$ cat src/rtl/axi_10g_ethernet_0_arp_tx.sv
// ARP reply/request frame generator for the 10G MAC TX AXI-Stream path.
// Emits a fixed 60-byte frame as eight 64-bit beats, byte 0 on tdata[7:0].
module axi_10g_ethernet_0_arp_tx #(
  parameter logic [47:0] BOARD_MAC = 48'h02_00_c0_a8_0a_0a,
  parameter logic [31:0] BOARD_IP  = {8'd192, 8'd168, 8'd2, 8'd20}
) (
  input  logic        aclk,
  input  logic        areset,
  input  logic        tx_arp_en,
  input  logic [47:0] arp_src_mac,
  input  logic [31:0] arp_src_ip,
  input  logic        arp_req_en,
  input  logic [31:0] arp_req_ip,
  output logic [63:0] tx_axis_tdata,
  output logic [7:0]  tx_axis_tkeep,
  output logic        tx_axis_tvalid,
  output logic        tx_axis_tlast,
  input  logic        tx_axis_tready,
  output logic        busy,
  output logic        tx_done
);

  typedef enum logic {IDLE, SEND} state_t;

  // Local identity in wire order (byte 0 in the low bits)
  localparam logic [47:0] BMAC_W = {
    BOARD_MAC[7:0],   BOARD_MAC[15:8],  BOARD_MAC[23:16],
    BOARD_MAC[31:24], BOARD_MAC[39:32], BOARD_MAC[47:40]
  };
  localparam logic [31:0] BIP_W = {
    BOARD_IP[7:0], BOARD_IP[15:8], BOARD_IP[23:16], BOARD_IP[31:24]
  };

  state_t      state;
  logic        rep_pend;
  logic        req_pend;
  logic [47:0] rep_mac;
  logic [31:0] rep_ip;
  logic [31:0] req_ip;
  logic        f_rep;
  logic [47:0] f_mac;
  logic [31:0] f_ip;
  logic [2:0]  cnt;

  logic        s_rep;
  logic [47:0] s_mac;
  logic [31:0] s_ip;
  logic [2:0]  s_idx;
  logic [47:0] dmac;
  logic [47:0] tmac;
  logic [7:0]  op;
  logic [511:0] frame;
  logic [63:0] beat;

  // In IDLE the next frame comes straight from a pending slot
  always_comb begin
    s_rep = f_rep;
    s_mac = f_mac;
    s_ip  = f_ip;
    s_idx = cnt + 3'd1;
    if (state == IDLE) begin
      s_idx = 3'd0;
      if (rep_pend) begin
        s_rep = 1'b1;
        s_mac = rep_mac;
        s_ip  = rep_ip;
      end else begin
        s_rep = 1'b0;
        s_mac = '0;
        s_ip  = req_ip;
      end
    end
  end

  assign dmac = s_rep ? s_mac : '1;
  assign tmac = s_rep ? s_mac : '0;
  assign op   = s_rep ? 8'h02 : 8'h01;

  assign frame = {
    32'h0, 144'h0,
    s_ip, tmac, BIP_W, BMAC_W,
    op, 8'h00,
    8'h04, 8'h06, 8'h00, 8'h08,
    8'h01, 8'h00, 8'h06, 8'h08,
    BMAC_W, dmac
  };

  assign beat = frame[{s_idx, 6'd0} +: 64];
  assign busy = (state == SEND) | rep_pend | req_pend;

  always_ff @(posedge aclk) begin
    if (areset) begin
      state          <= IDLE;
      rep_pend       <= 1'b0;
      req_pend       <= 1'b0;
      rep_mac        <= '0;
      rep_ip         <= '0;
      req_ip         <= '0;
      f_rep          <= 1'b0;
      f_mac          <= '0;
      f_ip           <= '0;
      cnt            <= '0;
      tx_axis_tdata  <= '0;
      tx_axis_tkeep  <= '0;
      tx_axis_tvalid <= 1'b0;
      tx_axis_tlast  <= 1'b0;
      tx_done        <= 1'b0;
    end else begin
      tx_done <= 1'b0;
      unique case (state)
        IDLE: begin
          if (rep_pend | req_pend) begin
            f_rep          <= s_rep;
            f_mac          <= s_mac;
            f_ip           <= s_ip;
            cnt            <= 3'd0;
            tx_axis_tdata  <= beat;
            tx_axis_tkeep  <= 8'hff;
            tx_axis_tlast  <= 1'b0;
            tx_axis_tvalid <= 1'b1;
            state          <= SEND;
            if (rep_pend) rep_pend <= 1'b0;
            else          req_pend <= 1'b0;
          end
        end
        SEND: begin
          if (tx_axis_tvalid & tx_axis_tready) begin
            if (cnt == 3'd7) begin
              tx_axis_tvalid <= 1'b0;
              tx_axis_tlast  <= 1'b0;
              tx_axis_tkeep  <= '0;
              tx_axis_tdata  <= '0;
              tx_done        <= 1'b1;
              state          <= IDLE;
            end else begin
              cnt           <= cnt + 3'd1;
              tx_axis_tdata <= beat;
              tx_axis_tkeep <= (cnt == 3'd6) ? 8'h0f : 8'hff;
              tx_axis_tlast <= (cnt == 3'd6);
            end
          end
        end
      endcase
      // New triggers win over the slot clear on the same edge
      if (tx_arp_en) begin
        rep_pend <= 1'b1;
        rep_mac  <= arp_src_mac;
        rep_ip   <= arp_src_ip;
      end
      if (arp_req_en) begin
        req_pend <= 1'b1;
        req_ip   <= {arp_req_ip[7:0], arp_req_ip[15:8],
                     arp_req_ip[23:16], arp_req_ip[31:24]};
      end
    end
  end

endmodule
$ cat config.mk
export PLATFORM = sky130hd
export DESIGN_NAME = axi_10g_ethernet_0_arp_tx
export DESIGN_NICKNAME = d
export VERILOG_FILES = /design/src/rtl/axi_10g_ethernet_0_arp_tx.sv
export SDC_FILE = /design/constraint.sdc
export NUM_CORES = 1
export LEC_CHECK = 0
export ABC_AREA = 1
export BUFFER_PORTS_ARGS = -buffer_cell sky130_fd_sc_hd__buf_2
export CAP_MARGIN = 20
export CORE_MARGIN = 1.5
export CORE_UTILIZATION = 60
export DETAILED_ROUTE_END_ITERATION = 10
export PLACE_DENSITY_LB_ADDON = 0.3
export SYNTH_ARGS = -nofsm -noshare
export SYNTH_HDL_FRONTEND = slang
export SYNTH_SLANG_ARGS = --single-unit
export TNS_END_PERCENT = 100
$ cat constraint.sdc
create_clock -name aclk -period 2.8 [get_ports aclk]
set_input_delay 0.56 -clock aclk [delete_from_list [all_inputs] [get_ports aclk]]
set_output_delay 0.56 -clock aclk [all_outputs]
set_load 0.03 [all_outputs]
Yosys cells after proc, flatten, opt, wreduce, memory -nomap -nowiden
Cells that the tools add are included.
{"block": "totals", "ff_bits": 274, "inputBits": 117, "out_inout_bits": 76, "elab_cells": 83}
{"block": "classes", "add_sub_neg": 1, "eq_ne": 9, "n_shift": 1, "muxes": 42, "bitwise": 6, "reduce_logical": 9}
{"op": "$shiftx A512 B10 Y64", "count": 1}
{"op": "$mux W48", "count": 4}
{"op": "$mux W64", "count": 3}
{"op": "$pmux W64 S2", "count": 1}
{"op": "$mux W32", "count": 2}
{"op": "$mux W8", "count": 4}
{"op": "$mux W1", "count": 18}
{"op": "$pmux W8 S2", "count": 1}
{"op": "$mux W3", "count": 4}
{"op": "$reduce_and A3 Y1", "count": 3}
{"op": "$ne A2 B2 Y1 const B", "count": 4}
{"op": "$eq A3 B3 Y1 const B", "count": 2}
{"op": "$ne A2 B1 Y1 const B", "count": 3}
{"op": "$pmux W1 S2", "count": 3}
{"op": "$pmux W3 S2", "count": 1}
{"op": "$reduce_and A2 Y1", "count": 3}
{"op": "$reduce_bool A2 Y1", "count": 2}
{"op": "$add A3 B1 Y3 const B", "count": 1}
{"op": "$or A1 B1 Y1", "count": 3}
{"op": "$reduce_or A3 Y1", "count": 1}
{"op": "$mux W2", "count": 1}
{"op": "$not A1 Y1", "count": 2}
{"op": "$and A1 B1 Y1", "count": 1}

Logic depth before layout (Yosys ltp)
Gate-level depths: netlist of the first run.
{"block": "logic_depth", "word_depth": 7, "mapped_depth": 12, "depth_no_buf": 10}

Worst setup path after synthesis of the first run
No wires, ideal clock.
{"block": "synth_path", "kind": "register to register", "from": "register cnt[0]", "to": "register tx_axis_tdata[29]", "setup_time_ns": 0.070, "arrival_time_ns": 1.614, "t_required_ns": 2.730, "slack_ns": 1.116, "path_stages_with_launch": 11, "path_buffers": 1, "synth_period_minus_slack_ns": 1.684, "path_cell_list": "dfxtp_1 -> ha_1 -> ha_1 -> nand2_1 -> inv_2 -> nand2_1 -> nand2_2 -> nor2_8 -> buf_6 -> nand2_1 -> a21oi_1"}
{"block": "synth_via", "elab_chain_len": 6, "elab_cells_between_ends": 8, "cone_classes": "1 x add/sub; 1 x eq/ne; 1 x shift; 5 x mux"}
{"item": "start, declared", "line_no": "43", "text": "logic [2:0] cnt;"}
{"item": "start signal, assigned", "line_no": "136", "text": "cnt <= cnt + 3'd1;"}
{"item": "$add A3 B1 Y3", "line_no": "60", "text": "s_idx = cnt + 3'd1;"}
{"item": "$mux W3", "line_no": "61", "text": "if (state == IDLE) begin"}
{"item": "$shiftx A512 B10 Y64", "line_no": "88", "text": "assign beat = frame[{s_idx, 6'd0} +: 64];"}
{"item": "$mux W64", "line_no": "128", "text": "if (cnt == 3'd7) begin"}
{"item": "$mux W64", "line_no": "127", "text": "if (tx_axis_tvalid & tx_axis_tready) begin"}
{"item": "$pmux W64 S2 *", "line_no": "110", "text": "unique case (state)"}
{"item": "end signal, assigned", "line_no": "117", "text": "tx_axis_tdata <= beat;"}
{"item": "end signal, assigned", "line_no": "137", "text": "tx_axis_tdata <= beat;"}
{"item": "end, declared", "line_no": "14", "text": "output logic [63:0] tx_axis_tdata,"}
Every way passes the cells marked *; elsewhere a longest branch is shown, timed or not. The select of a mux whose other input is x is not followed.
A chain may end at the register's enable or synchronous reset.

Worst setup path after layout of the first run
{"block": "layout_path", "from": "register rep_pend", "to": "register tx_axis_tdata[28]"}
{"block": "layout_via", "elab_chain_len": 7, "elab_cells_between_ends": 14, "cone_classes": "1 x eq/ne; 1 x shift; 10 x mux; 1 x bitwise; 1 x reduce/logical"}
{"item": "start, declared", "line_no": "35", "text": "logic rep_pend;"}
{"item": "start signal, assigned", "line_no": "94", "text": "rep_pend <= 1'b0;"}
{"item": "start signal, assigned", "line_no": "122", "text": "if (rep_pend) rep_pend <= 1'b0;"}
{"item": "start signal, assigned", "line_no": "146", "text": "rep_pend <= 1'b1;"}
{"item": "$mux W48 / $mux W1 (equally long branches)", "line_no": "63", "text": "if (rep_pend) begin"}
{"item": "$mux W48 / $mux W1 (equally long branches)", "line_no": "61"}
{"item": "$mux W48, on equally long branches", "line_no": "75, 76"}
{"item": "$shiftx A512 B10 Y64", "line_no": "88"}
{"item": "$mux W64", "line_no": "128"}
{"item": "$mux W64", "line_no": "127"}
{"item": "$pmux W64 S2", "line_no": "110"}
Parallel ways exist; a longest one is shown, timed or not. The select of a mux whose other input is x is not followed.

==> results of run 1 <==
-- registers in the layout, indices dropped and copies added (netlist names), 2 cells and up --
register and flops:
f_ip 32, tx_axis_tdata 64, req_ip 32, rep_mac 48, rep_ip 32, f_mac 48
tx_axis_tkeep 2, cnt 3
-- metal layers --
metal	track usage, %	vias to the layer above	routed length [um]
met5	0	-	0
met2	51.0	453	13800
li1	-	5215	-
met4	10.5	0	897
met3	5.78	80	2410
met1	40.6	4809	12600
-- cell type report --
class,count,area share [%]
clock buffers,40,6.12
clock inverters,7,0.498
inverters,92,2.71
multi-input cells,1046,37.3
flip-flops and latches,268,41.9
well taps,229,2.24
repair buffers,211,9.22
-- worst min-delay path, cell delays in order --
cell and delay, ns:
buf_2 0.07, nor2_1 0.03, nor2_1 0.08
-- power groups by stage --
stage          clock [mW]  combinational [mW]  sequential, mW
3_3_place_gp            0                1.44            4.32
6_report             3.46                1.50            4.25
5_1_grt              3.63                1.65            4.28
2_1_floorplan           0               0.890            4.45
3_5_place_dp            0                1.47            4.33
4_1_cts              3.49                1.49            4.25
-- Yosys cell counts (3+ instances only) --
library cell	instances
clkbuf_1	67
ha_1	3
inv_2	8
o21ai_0	164
nand4_1	13
nor2_2	4
nand2_2	8
buf_1	3
nand3_1	46
or2_2	10
nand2_1	325
buf_6	3
nor2_4	5
buf_4	10
nor2_1	189
a21oi_1	250
buf_2	26
o221ai_1	10
dfxtp_1	268
o21ai_1	10
inv_1	83
-- final timing paths --
kind	cells past startpoint	start	slack, ns	to
hold / removal	3	arp_src_mac[27]	0.27	rep_mac[27]
setup / recovery	8	rep_pend	0.38	tx_axis_tdata[28]
setup reg to reg	8	rep_pend	0.38	tx_axis_tdata[28]
hold reg to reg	2	rep_mac[32]	0.46	rep_mac[32]
-- kinds of logic (layout without fill, tap and decap cells) --
logic type / Yosys count / after routing / share of synthesized area [%]
fa+ha+maj: 3 / 3 / 0.342
buf+inv: 201 / 350 / 7.71
simple gates: 605 / 605 / 22.7
compound gates: 438 / 438 / 20.4
flops: 268 / 268 / 48.8
==> impl_metrics.csv, run 1 <==
group,metric,value,unit
sta,hold_slack,0.265,ns
synth,yosysTopAreaCell,"dfxtp_1",
die,fp.dieW,138,um
die,boundaryPins,193,
global_route,grt_usage,30.8,%
global_route,grt_pass1_vias,10132,
clock_tree,cts_hold_buffers,0,
sta,hold_violations,0,
sta,tns,0,ns
finish,final_util,71.3,%
critical_path,cp-start-kind,"flip-flop",
clock_tree,cts_tree,"yes",
synth,syn_nets,1635,
synth,synth_flop_cell,"dfxtp_1",
critical_path,crit_chain,"nand2_1, nand2_1, inv_2, nand2_1, nand2_2, nor2_8, nand2_1, a21oi_1",
critical_path,critPathTopFamily,"simple AND/OR/NAND/NOR gates",
synth,ys_seq_area_share,48.8,%
power,p_int,6.57,mW
detailed_routing,routedWlPerCell,15.7,um
detailed_routing,wirelength,29.7,mm
place,place_area,12000,um^2
critical_path,worstPathRequired,3.24,ns
global_route,antenna_found_initial,1,
die,initial_core_util,61.1,%
place,io_buffers,192,
power,ir_drop,0.517,mV
sta,grt_setup_unrepaired,"no",
synth,netlist.area_leader.share,48.8,%
detailed_routing,ant_nets,0,
critical_path,critPathMaxFanout,19,
global_route,grt_pass1_wl,49.2,mm
place,dpl_worst_slack,0.472,ns
detailed_routing,drc,0,
power,swShare,28.7,%
finish,layout_common_cells,"325 x nand2_1, 267 x dfxtp_1, 250 x a21oi_1",
global_route,grt_start_max_net_pins,122,
hold_path,hold_path.class,"in -> reg",
clock_tree,path_clk_slew,0.06,ns
clock_tree,cts-root-buf,"clkbuf_16",
detailed_routing,viasPerCell,5.58,
synth,ys_warn_count,0,
synth,synth.area.top_cells,"dfxtp_1 49%, a21oi_1 11%, nand2_1 11%",
finish,final_common_cell,"nand2_1",
synth,syn_inst,1515,
clock_tree,clk_latency,0.52,ns
sta,drv_slew,0,
sta,clock_skew,0.00995,ns
critical_path,cp_common_cell,"nand2_1",
finish,stdcell_count,1893,
clock_tree,cts_buffers,27,
clock_tree,cts-htree-levels,1,
synth,async_flop_share,0,%
global_route,grt_remaining_overflow,0,
sta,max_slew_margin,51.1,%
finish,synthToLayoutAreaGrowth,16.7,%
detailed_routing,drt_first_pass_iters,5,
power,power.leakage,5.55,nW
critical_path,crit_type,"reg -> reg",
synth,synth.avg_cell_area,7.25,um^2
power,power_switching,2.64,mW
run,drv_cap,0,
place,dpl.cell_count,1846,
sta,setup_viol,0,
finish,design_area,12800,um^2
power,combPwrFrac,16.3,%
finish,layout-drive-gt1-share,17.6,%
sta,period_needed,2.42,ns
finish,register_area,5370,um^2
place,hpwl,19.3,mm
die,die_h,138,um
power,seqPwrFrac,46.2,%
sta,worst_pin_slew,0.732,ns
outcome,outcome,"complete, no violations",
synth,ys_seq_elements,268,
die,std_cell_rows,49,
finish,n_antenna_cell,0,
clock_tree,cts_resized,0,
clock_tree,numClockSinks,268,
power,power_frac_clock,37.5,%
critical_path,cp.arrival,2.86,ns
sta,fin_crit_sh,86.4,%
critical_path,worst-path-buf-inv,1,
critical_path,cp_slowest_cell,"dfxtp_1",
clock_tree,clock_path_buffers,3,
finish,finalNetCount,1766,
synth,synth_edf_count,0,
synth,synthDistinctLibCells,29,
detailed_routing,drtIter0Drc,924,
critical_path,critPathMaxStageDelay,0.79,ns
power,p_per_area,718,nW/um^2
detailed_routing,num_vias,10557,
place,gp_congestion,0.923,
critical_path,end_kind,"flip-flop",
die,core-area,18000,um^2
die,die_area,19100,um^2
sta,worst_slack,0.382,ns
sta,max_freq,0.414,GHz
finish,multiInputGateArea,4780,um^2
synth,synth_area,11000,um^2
clock_tree,cts_setup_buffers,0,
power,p_total,9.21,mW
finish,fillers,1510,
Power figures use the tool's default switching activity.
==> run 2, diff against run 1 <==
- CAP_MARGIN: 20 -> default
- REMOVE_ABC_BUFFERS: default -> 1
==> impl_metrics.csv, run 2 (synthesis results as in run 1) <==
group,metric,value,unit
outcome,outcome,"complete, no violations",
global_route,grt_usage,29.8,%
clock_tree,cts-htree-levels,1,
critical_path,crit_path_end,"tx_axis_tdata[52]",
place,dpl.cell_count,1850,
sta,hold_violations,0,
place,place_area,12000,um^2
finish,reg_top3,"tx_axis_tdata x64, f_mac x48, rep_mac x48",
clock_tree,path_clk_slew,0.07,ns
die,die_area,19100,um^2
power,p_per_area,734,nW/um^2
sta,max_freq,0.440,GHz
clock_tree,clock_path_buffers,3,
critical_path,worst-path-buf-inv,2,
critical_path,r2r_end,"tx_axis_tdata[52]",
finish,design_area,12900,um^2
detailed_routing,dr_wl_met2,13.8,mm
sta,worst_slack,0.527,ns
detailed_routing,wirelength,29.5,mm
run,drv_cap,0,
critical_path,cp_num_cells,7,
die,boundaryPins,193,
critical_path,cp.arrival,2.72,ns
critical_path,cp_slowest_cell,"dfxtp_4",
clock_tree,cts_setup_buffers,0,
finish,final_common_cell,"nand2_1",
clock_tree,cts_hold_buffers,0,
hold_path,hold_path.class,"in -> reg",
sta,drv_slew,0,
sta,grt_setup_unrepaired,"no",
place,hpwl,18.4,mm
critical_path,critPathTopFamily,"simple AND/OR/NAND/NOR gates",
die,die_h,138,um
clock_tree,clk_latency,0.53,ns
critical_path,crit_type,"reg -> reg",
finish,final_util,72.1,%
clock_tree,cts_tree,"yes",
place,dpl_worst_slack,0.619,ns
sta,setup_viol,0,
detailed_routing,dr.max_layer_used,"met4",
place,io_buffers,192,
sta,fin_crit_sh,81.2,%
detailed_routing,drc,0,
critical_path,reg2regPathDepth,7,
detailed_routing,ant_nets,0,
critical_path,r2r_setup_slack,0.53,ns
global_route,antenna_found_initial,1,
finish,layout_common_cells,"324 x nand2_1, 267 x dfxtp_1, 250 x a21oi_1",
finish,stdcell_count,1898,
place,gp_congestion,0.883,
sta,max_slew_margin,61.3,%
clock_tree,cts-root-buf,"clkbuf_16",
critical_path,cp-start-kind,"flip-flop",
power,power.leakage,5.61,nW
die,initial_core_util,61.1,%
finish,largest_reg_flops,64,
detailed_routing,routedWlPerCell,15.5,um
clock_tree,cts_buffers,27,
finish,synthToLayoutAreaGrowth,17.9,%
sta,clock_skew,0.0125,ns
power,ir_drop,0.517,mV
detailed_routing,drtIter0Drc,906,
sta,tns,0,ns
sta,worst_pin_slew,0.581,ns
critical_path,crit_chain,"buf_4, nand2_1, inv_2, nand2_2, nor2_4, nand2_1, a21oi_1",
clock_tree,cts_resized,0,
global_route,grt_pass1_vias,9764,
detailed_routing,num_vias,10581,
global_route,grt_start_max_net_pins,122,
finish,largest_register,"tx_axis_tdata",
hold_path,min_from,"arp_src_mac[0]",
critical_path,critPathMaxStageDelay,0.57,ns
clock_tree,numClockSinks,268,
critical_path,critPathMaxFanout,28,
global_route,grt_remaining_overflow,0,
critical_path,timing.rr.start,"state",
sta,period_needed,2.27,ns
detailed_routing,route.met3.wl,2.20,mm
critical_path,cp_common_cell,"nand2_1",
detailed_routing,wl_met1,12.8,mm
critical_path,worstPathRequired,3.25,ns
finish,finalNetCount,1770,
detailed_routing,drt_first_pass_iters,5,
die,std_cell_rows,49,
finish,layout-drive-gt1-share,18.2,%
global_route,grt_pass1_wl,47.7,mm
die,fp.dieW,138,um
critical_path,cp-startpoint,"state",
die,core-area,18000,um^2
detailed_routing,viasPerCell,5.57,
critical_path,end_kind,"flip-flop",
## run 2: stage by stage
| stage | hold WS, ns | total power [mW] |
|---|---|---|
| 4_1_cts | 0.243 | 9.51 |
| 5_1_grt | 0.262 | 9.83 |
| 2_1_floorplan | 0.432 | 5.24 |
| 3_3_place_gp | 0.442 | 5.77 |
| 6_report | 0.254 | 9.50 |
| 3_5_place_dp | 0.446 | 5.80 |
## run 2: final cells by class
cell class / count / area (um^2)
flip-flops and latches: 268 / 5370
fillers: 1491 / 5020
multi-input cells: 1046 / 4780
repair buffers: 215 / 1210
clock buffers: 41 / 848
inverters: 92 / 350
well taps: 229 / 287
clock inverters: 6 / 91.3
diodes: 1 / 2.50
## run 2: power by group
group	internal (mW)	leakage, nW	switching, mW	total (mW)
Sequential	4.09	2.21	0.147	4.24
Combinational	0.464	2.94	1.05	1.51
Clock	2.26	0.460	1.48	3.74
## run 2: worst min-delay path by stage
stage,endpoint,slack (ns),depth (start not counted)
final,rep_mac[0],0.25,3
after global placement,req_ip[31],0.44,2
after detailed placement,req_ip[31],0.45,2
after CTS,rep_mac[0],0.24,3
after floorplan,f_mac[44],0.43,2
after global routing,rep_mac[1],0.26,3
## run 2: worst reg2reg max path, stage by stage (launching register included)
cell,delay [ns]
dfxtp_4,0.57
buf_4,0.41
nand2_1,0.14
inv_2,0.24
nand2_2,0.13
nor2_4,0.39
nand2_1,0.16
a21oi_1,0.15
## run 2: layer usage
layer  GRT usage (%)  vias to the layer above
li1                -                     5219
met1            40.8                     4872
met2            49.2                      432
met3            3.50                       58
met4            10.2                        0
met5               0                        -
==> run 3, diff against run 2 <==
- CORE_UTILIZATION: 60 -> 56
- clock period: 2.8 -> 2.3 ns (I/O delays scaled with it)
==> impl_metrics.csv, run 3 (synthesis results as in run 1) <==
group,metric,value,unit
outcome,outcome,"complete, no violations",
power,swShare,28.9,%
sta,max_freq,0.472,GHz
global_route,grt_pass1_vias,9401,
power,combPwrFrac,16.4,%
critical_path,cp-start-kind,"flip-flop",
critical_path,crit_type,"reg -> reg",
global_route,grt_usage,27.9,%
place,io_buffers,192,
finish,n_antenna_cell,0,
power,seqPwrFrac,46.3,%
finish,final_common_cell,"nand2_1",
finish,multiInputGateArea,4780,um^2
finish,design_area,12900,um^2
detailed_routing,drtIter0Drc,771,
clock_tree,clock_path_buffers,3,
clock_tree,cts_buffers,27,
die,std_cell_rows,51,
finish,largest_reg_flops,64,
place,dpl_worst_slack,0.277,ns
power,p_total,11.1,mW
finish,layout_common_cells,"324 x nand2_1, 267 x dfxtp_1, 250 x a21oi_1",
die,fp.dieW,143,um
finish,reg_top3,"tx_axis_tdata x64, f_mac x48, rep_mac x48",
die,die_h,143,um
detailed_routing,drt_first_pass_iters,5,
place,hpwl,18.3,mm
global_route,grt.busiest_layer,"met2",
clock_tree,clk_latency,0.54,ns
sta,setup_viol,0,
clock_tree,cts-htree-levels,1,
sta,clock_skew,0.0187,ns
clock_tree,numClockSinks,268,
finish,finalNetCount,1771,
power,ir_drop,0.520,mV
global_route,grt_start_max_net_pins,122,
finish,layout-drive-gt1-share,18.0,%
sta,period_needed,2.12,ns
global_route,grt_remaining_overflow,0,
detailed_routing,num_vias,10424,
detailed_routing,ant_nets,0,
global_route,grtUsageMet2,46.9,%
die,die_area,20500,um^2
power,p_int,7.92,mW
global_route,antenna_found_initial,0,
power,p_per_area,864,nW/um^2
detailed_routing,drc,0,
critical_path,worstPathRequired,2.75,ns
sta,grt_setup_unrepaired,"no",
place,place_area,12100,um^2
clock_tree,cts_resized,0,
critical_path,critPathMaxFanout,84,
finish,fillers,1719,
place,gp_congestion,0.873,
finish,final_util,66.7,%
sta,hold_violations,0,
clock_tree,cts-root-buf,"clkbuf_16",
sta,fin_crit_sh,92.0,%
global_route,grtUsageMet3,3.69,%
power,power.leakage,5.59,nW
clock_tree,cts_setup_buffers,0,
detailed_routing,wirelength,29.0,mm
critical_path,cp.arrival,2.57,ns
die,initial_core_util,56.8,%
finish,largest_register,"tx_axis_tdata",
global_route,met1_usage,38.0,%
sta,worst_slack,0.183,ns
global_route,grt_pass1_wl,46.2,mm
clock_tree,path_clk_slew,0.06,ns
run,drv_cap,0,
clock_tree,cts_hold_buffers,0,
sta,max_slew_margin,48.4,%
hold_path,hold_path.class,"in -> reg",
detailed_routing,viasPerCell,5.39,
sta,drv_slew,0,
die,boundaryPins,193,
finish,synthToLayoutAreaGrowth,17.5,%
clock_tree,cts_tree,"yes",
power,power_switching,3.22,mW
finish,register_area,5370,um^2
detailed_routing,routedWlPerCell,15.0,um
die,core-area,19300,um^2
power,power_frac_clock,37.3,%
sta,worst_pin_slew,0.774,ns
critical_path,end_kind,"flip-flop",
-- run 3: cell types whose count changed in the layout (fill, tap and decap cells not counted) --
cell	delta
clkinv_2	+7
diode_2	-1
buf_12	+1
inv_8	-1
clkbuf_1	+4
clkbuf_8	-5
clkinvlp_4	-2
bufinv_16	-2
-- run 3: routing by layer --
layer  wire length [um]  up-vias  share of wire (%)
met2              13500      354                 46
li1                   -     5211                  -
met4                610        0                2.1
met3               2010       49                6.9
met1              12900     4810                 45
met5                  0        -                  0
-- run 3: final timing paths --
kind / from / end / slack (ns) / cells past startpoint
hold / removal: arp_src_mac[4] / rep_mac[4] / 0.14 / 3
hold reg to reg: req_ip[20] / req_ip[20] / 0.45 / 2
setup / recovery: state / tx_axis_tdata[6] / 0.18 / 7
setup reg to reg: state / tx_axis_tdata[6] / 0.18 / 7
-- run 3: per-stage QoR --
stage | hold slack [ns] | instances | TNS (ns)
finish | 0.143 | 1935 | 0
global route | 0.155 | 1935 | 0
CTS | 0.144 | 1935 | 0
detailed placement | 0.447 | 1887 | 0
global placement | 0.442 | 1887 | 0
floorplan | 0.432 | 1406 | -352.07
-- run 3: worst max-delay path, stage by stage (launching register included) --
cell	delay (ns)
dfxtp_4	0.36
buf_12	0.31
nand2_2	0.30
nor2_2	0.47
nand4_1	0.16
o21ai_1	0.11
nand2_1	0.06
a21oi_1	0.13
-- run 3: area by class of cell --
type,instances,share of cell area (%)
multi-input combinational,1046,37.1
sequential,268,41.6
clock inverter,8,0.310
tap,265,2.57
inverter,92,2.72
timing repair buffer,216,9.54
clock buffer,40,6.16
-- run 3: power groups by stage --
stage | registers, mW | logic, mW | clock network [mW]
6_report | 5.16 | 1.83 | 4.15
5_1_grt | 5.19 | 2.03 | 4.38
4_1_cts | 5.15 | 1.82 | 4.19
3_5_place_dp | 5.25 | 1.81 | 0
3_3_place_gp | 5.24 | 1.78 | 0
2_1_floorplan | 5.47 | 0.907 | 0
